<file path="config.mk">
export PLATFORM = sky130hd
export DESIGN_NAME = hamming_rx_scheduler
export DESIGN_NICKNAME = d
export VERILOG_FILES = /design/src/rtl/hamming_rx_scheduler.sv
export SDC_FILE = /design/constraint.sdc
export NUM_CORES = 1
export LEC_CHECK = 0
export CORE_ASPECT_RATIO = 1.5
export CORE_MARGIN = 5
export CORE_UTILIZATION = 45
export CTS_CLUSTER_DIAMETER = 200
export DETAILED_ROUTE_END_ITERATION = 8
export PLACE_DENSITY = 0.65
export SLEW_MARGIN = 20
export SYNTH_ARGS = -nofsm -noshare
export SYNTH_HDL_FRONTEND = slang
export SYNTH_SLANG_ARGS = --single-unit
</file>
<file path="constraint.sdc">
create_clock -name clk -period 7.4 [get_ports clk]
set_input_delay 1.48 -clock clk [delete_from_list [all_inputs] [get_ports clk]]
set_output_delay 1.48 -clock clk [all_outputs]
set_load 0.01 [all_outputs]
</file>
<file path="src/rtl/hamming_rx_scheduler.sv">
// hamming_rx_scheduler: buffers 7-bit codewords from the UART receiver and
// feeds them one at a time to the Hamming (7,4) decoder. Each decoder answer
// is awaited with a timeout and then offered on a valid/ready result port.
// Debug outputs: FIFO occupancy, a saturating error count and sticky flags.
module hamming_rx_scheduler #(
    parameter int DEPTH   = 4,   // FIFO entries, power of two, 2..8
    parameter int TIMEOUT = 8    // WAIT cycles before giving up, 1..255
) (
    input  logic       clk,
    input  logic       rst,
    input  logic       ena,
    input  logic [6:0] rx_data,
    input  logic       rx_valid,
    output logic       dec_ena,
    output logic [6:0] dec_code,
    input  logic       dec_valid,
    input  logic [3:0] dec_data,
    input  logic [2:0] dec_syndrome,
    output logic       out_valid,
    input  logic       out_ready,
    output logic [3:0] out_data,
    output logic [2:0] out_syndrome,
    output logic [3:0] fifo_count,
    output logic [7:0] err_count,
    output logic       overrun,
    output logic       timeout
);

    localparam int         PTR_W      = $clog2(DEPTH);
    localparam logic [3:0] FULL_COUNT = 4'(DEPTH);
    localparam logic [7:0] LAST_WAIT  = 8'(TIMEOUT - 1);

    typedef enum logic [1:0] {
        IDLE,
        ISSUE,
        WAIT,
        HOLD
    } state_t;

    state_t           state;
    logic [7:0]       wait_cnt;
    logic [6:0]       code;
    logic [6:0]       mem [DEPTH];
    logic [PTR_W-1:0] wr_ptr;
    logic [PTR_W-1:0] rd_ptr;
    logic             full;
    logic             pop;
    logic             push;

    // The head leaves the FIFO at the end of the single ISSUE cycle. A push
    // into a full FIFO only fits when that pop happens in the same cycle.
    assign full = (fifo_count == FULL_COUNT);
    assign pop  = (state == ISSUE);
    assign push = rx_valid && (!full || pop);

    // The codeword register is loaded with the FIFO head on the way into
    // ISSUE. dec_code is therefore a flop output and stays valid through
    // ISSUE and WAIT, and dec_ena depends on the state register alone.
    assign dec_ena  = (state == ISSUE);
    assign dec_code = code;

    // Codeword storage, written on every accepted push.
    // NOTE: the storage array is deliberately not reset; the pointers and the occupancy count decide which entries are meaningful.
    always_ff @(posedge clk) begin
        if (push) begin
            mem[wr_ptr] <= rx_data;
        end
    end

    // FIFO pointers, occupancy and the sticky overrun flag.
    // NOTE: sequential state uses non-blocking assignments, so every flop here samples values from before the edge.
    always_ff @(posedge clk or posedge rst) begin
        if (rst) begin
            wr_ptr     <= '0;
            rd_ptr     <= '0;
            fifo_count <= 4'd0;
            overrun    <= 1'b0;
        end else begin
            if (push) begin
                wr_ptr <= wr_ptr + PTR_W'(1);
            end
            if (pop) begin
                rd_ptr <= rd_ptr + PTR_W'(1);
            end
            if (push && !pop) begin
                fifo_count <= fifo_count + 4'd1;
            end else if (!push && pop) begin
                fifo_count <= fifo_count - 4'd1;
            end
            if (rx_valid && !push) begin
                overrun <= 1'b1;
            end
        end
    end

    // Issue / wait / hold sequencer with registered result outputs.
    always_ff @(posedge clk or posedge rst) begin
        if (rst) begin
            state        <= IDLE;
            wait_cnt     <= 8'd0;
            code         <= 7'd0;
            out_valid    <= 1'b0;
            out_data     <= 4'd0;
            out_syndrome <= 3'd0;
            err_count    <= 8'd0;
            timeout      <= 1'b0;
        end else begin
            case (state)
                IDLE: begin
                    if (ena && fifo_count != 4'd0) begin
                        code  <= mem[rd_ptr];
                        state <= ISSUE;
                    end
                end
                ISSUE: begin
                    wait_cnt <= 8'd0;
                    state    <= WAIT;
                end
                WAIT: begin
                    wait_cnt <= wait_cnt + 8'd1;
                    // A result in the last allowed cycle still wins over the timeout.
                    if (dec_valid) begin
                        out_data     <= dec_data;
                        out_syndrome <= dec_syndrome;
                        out_valid    <= 1'b1;
                        if (dec_syndrome != 3'd0 && err_count != 8'hFF) begin
                            err_count <= err_count + 8'd1;
                        end
                        state <= HOLD;
                    end else if (wait_cnt == LAST_WAIT) begin
                        timeout <= 1'b1;
                        state   <= IDLE;
                    end
                end
                HOLD: begin
                    if (out_ready) begin
                        out_valid <= 1'b0;
                        state     <= IDLE;
                    end
                end
                default: state <= IDLE;
            endcase
        end
    end

endmodule

</file>
==> results of run 1 <==
## final cells by class
class                      count  area (sq um)
fill                         596          2960
timing repair buffer          50         498.0
clock buffer                  11         141.4
clock inverter                 5         23.77
sequential                    71          1917
multi-input combinational    135          1165
inverter                      13         48.80
tap                           78         97.59
## stage by stage
step | power (W) | utilization (%)
detailed placement | 0.001220 | 54.38
global placement | 0.001205 | 54.38
finish | 0.001458 | 56.79
CTS | 0.001484 | 56.79
floorplan | 0.0009822 | -
global route | 0.001560 | 56.79
## cell families after synthesis
group	Yosys count	synth area share, %
flops	71	60.82
simple gates	53	8.655
mux	27	12.03
compound gates	26	6.193
buf+inv	18	2.223
fa+ha+maj	15	6.193
xor+xnor	14	3.891
## Yosys cell counts, drive strengths merged (3+ instances only)
cell	count	area share (%)
a21o	3	0.75
a21oi	5	0.79
a41o	3	0.99
and3	5	0.99
clkbuf	3	0.36
dfrtp	43	34
edfxtp	28	27
ha	14	5.6
inv	13	1.5
mux2	17	6.1
mux2i	3	0.95
mux4	7	5.0
nand2	16	1.9
nand3	9	1.6
nor2	4	0.48
nor2b	3	0.60
nor3	8	1.3
o21ai	8	1.3
o31ai	3	1.3
xnor2	8	2.2
xor2	6	1.7
## metal layers
layer / GRT usage, % / up-vias
met1: 16.60 / 963
li1: - / 931
met2: 24.60 / 40
met5: 0 / -
met4: 8.051 / 0
met3: 3.371 / 8
## flip-flops by register name, indices dropped and copies added (netlist names)
signal	count
mem	28
err_count	8
wait_cnt	8
dec_code	7
fifo_count	4
out_data	4
out_syndrome	3
rd_ptr	2
state	2
wr_ptr	2
out_valid	1
overrun	1
timeout	1
## power by group
| group | internal, W | switching (W) | total (W) |
|---|---|---|---|
| clock network | 0.000127 | 0.000132 | 0.000259 |
| registers | 0.000531 | 0.0000988 | 0.000630 |
| logic | 0.000319 | 0.000250 | 0.000569 |
## worst paths after layout
check	startpoint	end	cells past startpoint
setup / recovery	rx_valid	fifo_count[3]	8
hold / removal	timeout	timeout	1
setup reg to reg	state[1]	fifo_count[3]	11
hold reg to reg	timeout	timeout	1
max in group asynchronous	rst	err_count[7]	3
min in group asynchronous	rst	rd_ptr[1]	3
## placed cells by master, fill, tap and decap left out, types with 2 or more instances in the layout
cell / n
inv_1: 12
nor3_1: 8
dfrtp_1: 43
a41o_1: 2
nand2_1: 16
nor2b_1: 3
clkbuf_8: 10
xor2_1: 6
clkinv_1: 4
clkdlybuf4s50_1: 49
nand3_1: 8
mux2_2: 17
a21o_1: 2
and3_1: 5
nor4_1: 2
a21oi_1: 5
mux2i_1: 3
o21ai_0: 8
edfxtp_1: 28
mux4_2: 7
nor2_1: 4
ha_1: 14
xnor2_1: 8
==> results.cfg, run 1 <==
[run_status]
status = completed

[critical_path]
critPathKind = in2reg
critPathCaptureType = flop
slowest_delay_ps = 550
crit_family = compound AO/OA/AOI/OAI gates
slowest_stage = clkdlybuf4s50_1
crit_arrival_ps = 3690
crit_buf_inv = 2
cp-start-kind = input pin
path_max_fanout = 6
ff2ff_setup_slack_ps = 4480
worstPathCellList = clkdlybuf4s50_1, and2_0, ha_1, inv_1, ha_1, a21o_1, a2111oi_0, o31ai_1
required_ps = 7610
crit_top_cell = ha_1

[clocking]
cts.htree.levels = 3
ctsHoldBuffers = 0
cts.path.max_buffers = 2
cts_tree = yes
worstSkewPairLatency_ps = 330
cts_root_buf = clkbuf_8
cts_buffers = 9
clkTransAtPathRegs_ps = 70
cts_setup_buffers = 0
cts_sinks = 71
cts_resized = 0

[timing]
tns_ps = 0
slew_headroom_pct = 48.37
tightest_slew_ps = 771.6
timing.final.max_slew_violations = 0
hold_ws_ps = 474.8
worst_clock_skew_ps = 8.987
rsz0062_at_grt = false
worst_slack_ps = 3914
period_share_pct = 47.11
hold_viol_final = 0
finalSetupViolations = 0
fmaxAchievable_ghz = 0.2869
fin_crit_ps = 3486

[synth]
synth_ff_type = dfrtp_1
synth-seq-cells = 71
synth.avg_cell_area_sq_um = 14.07
syn_nets = 259
synth_edf_count = 28
yosysWarnings = 0
ys_seq_area_share_pct = 60.82
netlist_area_sq_um = 3152
synthCells = 224
synthArstFlopShare_pct = 60.56
synthDistinctLibCells = 39

[drt]
wl_met2_microns = 3159
wl_met3_microns = 253
detail_route.wl_per_cell_microns = 16.13
ant_nets = 0
routed_via_density = 5.350
wl_met1_microns = 2337
dr.pass1.iters = 4
routed_wl_microns = 5856
drtIter0Drc = 87
top_layer = met4
vias = 1942
drc = 0

[power]
vdd_ir_drop_max_uv = 229.3
p_leak_nw = 1.582
power.density_nw_per_um2 = 374.7

[global_route]
grt_usage_pct = 14.46
grt_max_degree = 44
grt_pass1_wl_microns = 9618
antenna_found_initial = 0
grt_pass1_vias = 1953
overflow = 0

[floorplanning]
die_x_microns = 78.33
start_util_pct = 46.00
die_y_microns = 112.5
ioPinCount = 50
die-area_sq_um = 8812
num_rows = 37
core_area_sq_um = 6852

[placement]
dp_hpwl_microns = 4150
io_buffers = 49
placed_area_sq_um = 3726
dp_slack_ps = 3531
place.gp.congestion = 0.7025
place_inst = 347

[hold_path]
holdCritPathClass = reg2reg

[final_layout]
drive_above_1_share_pct = 15.44
fin_area_sq_um = 3891
syn_to_final_growth_pct = 23.46
antenna_cells = 0
fin_cells = 363
nets = 315

[flow_run]
maxCapViolCount = 0
(Power assumes the default switching activity.)
==> run 2, diff against run 1 <==
==> constraint.sdc (replaced) <==
create_clock -name clk -period 3.6 [get_ports clk]
set_input_delay 0.72 -clock clk [delete_from_list [all_inputs] [get_ports clk]]
set_output_delay 0.72 -clock clk [all_outputs]
set_load 0.01 [all_outputs]
==> run 2 against run 1 <==
Net effect:
- register-to-register slack got worse by 3700 ps
- wire length increased by 1.7%
- total power increased by 120%
- core utilization increased by 0.86 points
- non-clock buffer count unchanged
- hold slack got worse by 16 ps
- clock skew decreased by 4.4 ps
- critical path depth increased by 3
- largest power group unchanged
- highest routed layer unchanged
==> results.cfg, run 2 (synthesized netlist as in run 1, its figures left out) <==
[placement]
io_buffers = 49
placed_area_sq_um = 3726
dp_hpwl_microns = 4260
place.gp.congestion = 0.7570

[power]
clkPwrFrac_pct = 22.2
power_frac_seq_pct = 40.8
power_frac_comb_pct = 37.0
vdd_ir_drop_max_uv = 413.1
power.density_nw_per_um2 = 806.6
intPower_w = 0.002178
swShare_pct = 31.65
p_sw_w = 0.001008
p_leak_nw = 1.613

[clocking]
cts_buffers = 9
cts_setup_buffers = 0
cts_sinks = 71
clkTransAtPathRegs_ps = 70
cts_resized = 0
ctsHoldBuffers = 0
cts.path.max_buffers = 2
cts_root_buf = clkbuf_8
worstSkewPairLatency_ps = 350
cts.htree.levels = 3
cts_tree = yes

[global_route]
grt_util_met1_pct = 16.91
grt_use_met3_pct = 5.457
overflow = 0
antenna_found_initial = 0
grt_pass1_wl_microns = 9798
grt_usage_pct = 14.95
grt_pass1_vias = 1974
grt_max_degree = 35
met2_usage_pct = 25.11
grt_busiest_layer = met2

[final_layout]
antenna_cells = 0
reg_top3 = mem (28), err_count (8), wait_cnt (8)
drive_above_1_share_pct = 16.14
final_cell_mix = clkdlybuf4s50_1 (49), dfrtp_1 (43), edfxtp_1 (28)
largest_reg_flops = 28
layout_commonest_cell = clkdlybuf4s50_1
syn_to_final_growth_pct = 25.33
fin_area_sq_um = 3950
nets = 315
regMostFlops = mem

[timing]
timing.final.max_slew_violations = 0
tns_ps = 0
hold_ws_ps = 459.0
worst_clock_skew_ps = 4.553
period_share_pct = 78.35
rsz0062_at_grt = false
tightest_slew_ps = 651.6
finalSetupViolations = 0
slew_headroom_pct = 56.40
hold_viol_final = 0
fin_crit_ps = 2821
fmaxAchievable_ghz = 0.3545

[critical_path]
crit_arrival_ps = 3040
required_ps = 3820
crit_start = state[1]
cp-start-kind = flop
path_max_fanout = 5
r2r_start = state[1]
critPathKind = reg2reg
critPathCaptureType = flop

[flow_run]
maxCapViolCount = 0

[drt]
ant_nets = 0
drc = 0
routed_wl_microns = 5953
drtIter0Drc = 117
detail_route.wl_per_cell_microns = 16.40
routed_via_density = 5.344
dr.pass1.iters = 4
vias = 1940

[run_status]
status = completed

[floorplanning]
die_y_microns = 112.5
core_area_sq_um = 6852
ioPinCount = 50
num_rows = 37
die-area_sq_um = 8812
die_x_microns = 78.33
start_util_pct = 46.00

[hold_path]
holdCritPathClass = reg2reg
hp-start = timeout
run 2: changes by cell type in the layout (fill, tap and decap cells not counted):
cell | previous run | this run
clkbuf_1 | 1 | 2
clkinv_1 | 4 | 1
clkinvlp_4 | 1 | 0
bufinv_16 | 0 | 2
clkbuf_8 | 10 | 11
run 2: path summary, 6_finish.rpt:
check	end	slack (ps)	depth (start not counted)
worst max-delay path	fifo_count[3]	780	11
max in group asynchronous	out_data[0]	2210	3
min in group asynchronous	dec_code[0]	630	2
worst min register to register	timeout	460	1
worst max register to register	fifo_count[3]	780	11
worst min-delay path	timeout	460	1
run 2: metal layers:
metal | share of wire (%) | wire length, microns | up-vias
met5 | 0 | 0 | -
met4 | 1.9 | 114 | 0
met3 | 4.5 | 270 | 12
met2 | 53 | 3153 | 40
met1 | 41 | 2415 | 959
li1 | - | - | 929
run 2: area by class of cell:
type | instances | area, sq um
inverter | 13 | 48.80
multi-input combinational | 135 | 1165
sequential | 71 | 1917
tap | 78 | 97.59
clock buffer | 13 | 158.9
clock inverter | 3 | 65.06
fill | 586 | 2902
timing repair buffer | 50 | 498.0
run 2: worst max-delay path, cell delays in order, from the launching register on:
cell and delay, ps:
dfrtp_1 420, inv_1 130, ha_1 270, inv_1 100, nand3_1 140, and2_0 250
ha_1 260, inv_1 110, ha_1 280, a21o_1 200, a2111oi_0 410, o31ai_1 130
run 2: power by group through the flow:
stage	Clock [W]	Combinational [W]	Sequential, W
floorplan	0	0.000718	0.00130
CTS	0.000724	0.00120	0.00131
global route	0.000764	0.00131	0.00134
detailed placement	0	0.00120	0.00132
finish	0.000707	0.00118	0.00130
global placement	0	0.00118	0.00131
run 2: metrics by stage:
stage	power, W	utilization [%]	setup WS, ps	std cells
after detailed placement	0.002521	54.38	558.6	347
after floorplan	0.002019	-	1033	224
after CTS	0.003233	57.65	767.4	363
after global placement	0.002486	54.38	646.0	347
after global routing	0.003415	57.65	499.3	363
final	0.003186	57.65	779.4	363
==> run 3, diff against run 2 <==
--- a/config.mk
+++ b/config.mk
@@ -10,7 +10,7 @@
 export CORE_UTILIZATION = 45
 export CTS_CLUSTER_DIAMETER = 200
 export DETAILED_ROUTE_END_ITERATION = 8
-export PLACE_DENSITY = 0.65
+export PLACE_DENSITY = 0.67
 export SLEW_MARGIN = 20
 export SYNTH_ARGS = -nofsm -noshare
 export SYNTH_HDL_FRONTEND = slang
==> constraint.sdc (replaced) <==
create_clock -name clk -period 2.5 [get_ports clk]
set_input_delay 0.5 -clock clk [delete_from_list [all_inputs] [get_ports clk]]
set_output_delay 0.5 -clock clk [all_outputs]
set_load 0.01 [all_outputs]
==> run 3 against run 2 <==
Net effect:
- sequential power up 39%
- register-to-register slack worse by 640 ps
- via count rose by 1.5%
- combinational power grew 61%
- total power is 43% higher
- global-route usage decreased by 0.75 points
- non-clock buffer count is 12 higher
- clock-buffer cell count down 1
- worst setup slack got worse by 640 ps
- largest cell class unchanged
- largest power group is now combinational logic
- highest routed layer unchanged
==> results.cfg, run 3 (synthesized netlist as in run 1, its figures left out) <==
[run_status]
status = completed

[final_layout]
regMostFlops = mem
fin_cells = 375
largest_reg_flops = 28
reg_top3 = mem (28), err_count (8), wait_cnt (8)
nets = 327
fin_area_sq_um = 4015
final_cell_mix = clkdlybuf4s50_1 (49), dfrtp_1 (43), edfxtp_1 (28)
multiInputGateArea_sq_um = 1182
seq_area_sq_um = 1917
drive_above_1_share_pct = 20.20
layout_commonest_cell = clkdlybuf4s50_1
antenna_cells = 0
fillCellCount = 573
syn_to_final_growth_pct = 27.39

[placement]
dp_hpwl_microns = 4206
place_inst = 359
place.gp.congestion = 0.7342
placed_area_sq_um = 3819
io_buffers = 49

[flow_run]
maxCapViolCount = 0

[global_route]
grt_usage_pct = 14.20
grt_pass1_wl_microns = 9604
overflow = 0
grt_max_degree = 44
grt_pass1_vias = 2099
antenna_found_initial = 0

[floorplanning]
num_rows = 37
die-area_sq_um = 8812
ioPinCount = 50
die_y_microns = 112.5
core_area_sq_um = 6852
start_util_pct = 46.00
die_x_microns = 78.33

[timing]
worst_clock_skew_ps = 8.859
hold_viol_final = 0
tightest_slew_ps = 560.3
period_share_pct = 94.46
timing.final.max_slew_violations = 0
slew_headroom_pct = 62.64
hold_ws_ps = 462.1
fmaxAchievable_ghz = 0.4235
fin_crit_ps = 2361
finalSetupViolations = 0

[power]
power_frac_seq_pct = 39.8
p_leak_nw = 1.648
p_sw_w = 0.001474
swShare_pct = 32.35
report.power.total_w = 0.004556
vdd_ir_drop_max_uv = 643.4
intPower_w = 0.003082
power_frac_comb_pct = 41.6
clkPwrFrac_pct = 18.6
power.density_nw_per_um2 = 1135

[critical_path]
required_ps = 2710
critPathKind = reg2reg
path_max_fanout = 5
critPathCaptureType = flop
crit_arrival_ps = 2570
cp-start-kind = flop
ff2ff_path_depth = 9

[drt]
top_layer = met4
wl_met3_microns = 322
vias = 1970
dr.pass1.iters = 4
ant_nets = 0
detail_route.wl_per_cell_microns = 15.32
wl_met2_microns = 3070
routed_wl_microns = 5744
drtIter0Drc = 57
wl_met1_microns = 2263
routed_via_density = 5.253
drc = 0

[hold_path]
whs_path_depth = 1
holdCritPathClass = reg2reg

[clocking]
cts_root_buf = clkbuf_8
clkTransAtPathRegs_ps = 70
cts_buffers = 9
cts.path.max_buffers = 2
ctsHoldBuffers = 0
cts_sinks = 71
cts_tree = yes
worstSkewPairLatency_ps = 330
cts.htree.levels = 3
run 3: path summary, 6_finish.rpt:
check	from	endpoint	slack, ps
worst min-delay path	timeout	timeout	460
worst max-delay path	fifo_count[0]	fifo_count[3]	140
worst min register to register	timeout	timeout	460
max in group asynchronous	rst	state[1]	1480
min in group asynchronous	rst	dec_code[0]	630
worst max register to register	fifo_count[0]	fifo_count[3]	140
run 3: timing repair:
item / in CTS / in global routing
setup endpoints to repair: 0 / 1
resized for setup: 0 / 4
setup buffers: 0 / 0
run 3: per-layer routing:
metal	up-vias	global-route usage, %
li1	956	-
met1	969	15.35
met4	0	6.301
met3	6	5.056
met2	39	24.71
met5	-	0
run 3: critical path: stages (launching register included):
cell and delay (ps):
dfrtp_1 380, nor3_1 310, nand3_2 150, and2_1 200
ha_1 210, inv_1 70, ha_1 220, a21o_1 220
a2111oi_2 360, o31ai_1 120
run 3: through the flow:
stage	utilization [%]	setup TNS, ps	setup slack (ps)
after floorplan	-	0	16.15
after global placement	55.73	0	50.09
after detailed placement	55.73	-4.213	-4.213
after CTS	58.38	0	72.28
after global routing	58.60	-9.358	-9.358
final	58.60	0	138.6
run 3: power groups by stage:
stage	clock network (W)	registers (W)	logic (W)
floorplan	0	0.00187	0.00104
finish	0.000848	0.00181	0.00190
global placement	0	0.00183	0.00186
CTS	0.000875	0.00182	0.00189
detailed placement	0	0.00185	0.00188
global route	0.000919	0.00187	0.00208
run 3: layout make-up:
class	instances	share of cell area (%)
clock inverter	4	1.153
sequential	71	47.74
clock buffer	12	3.366
timing repair buffer	62	14.65
tap	78	2.431
inverter	13	1.215
multi-input combinational	135	29.45
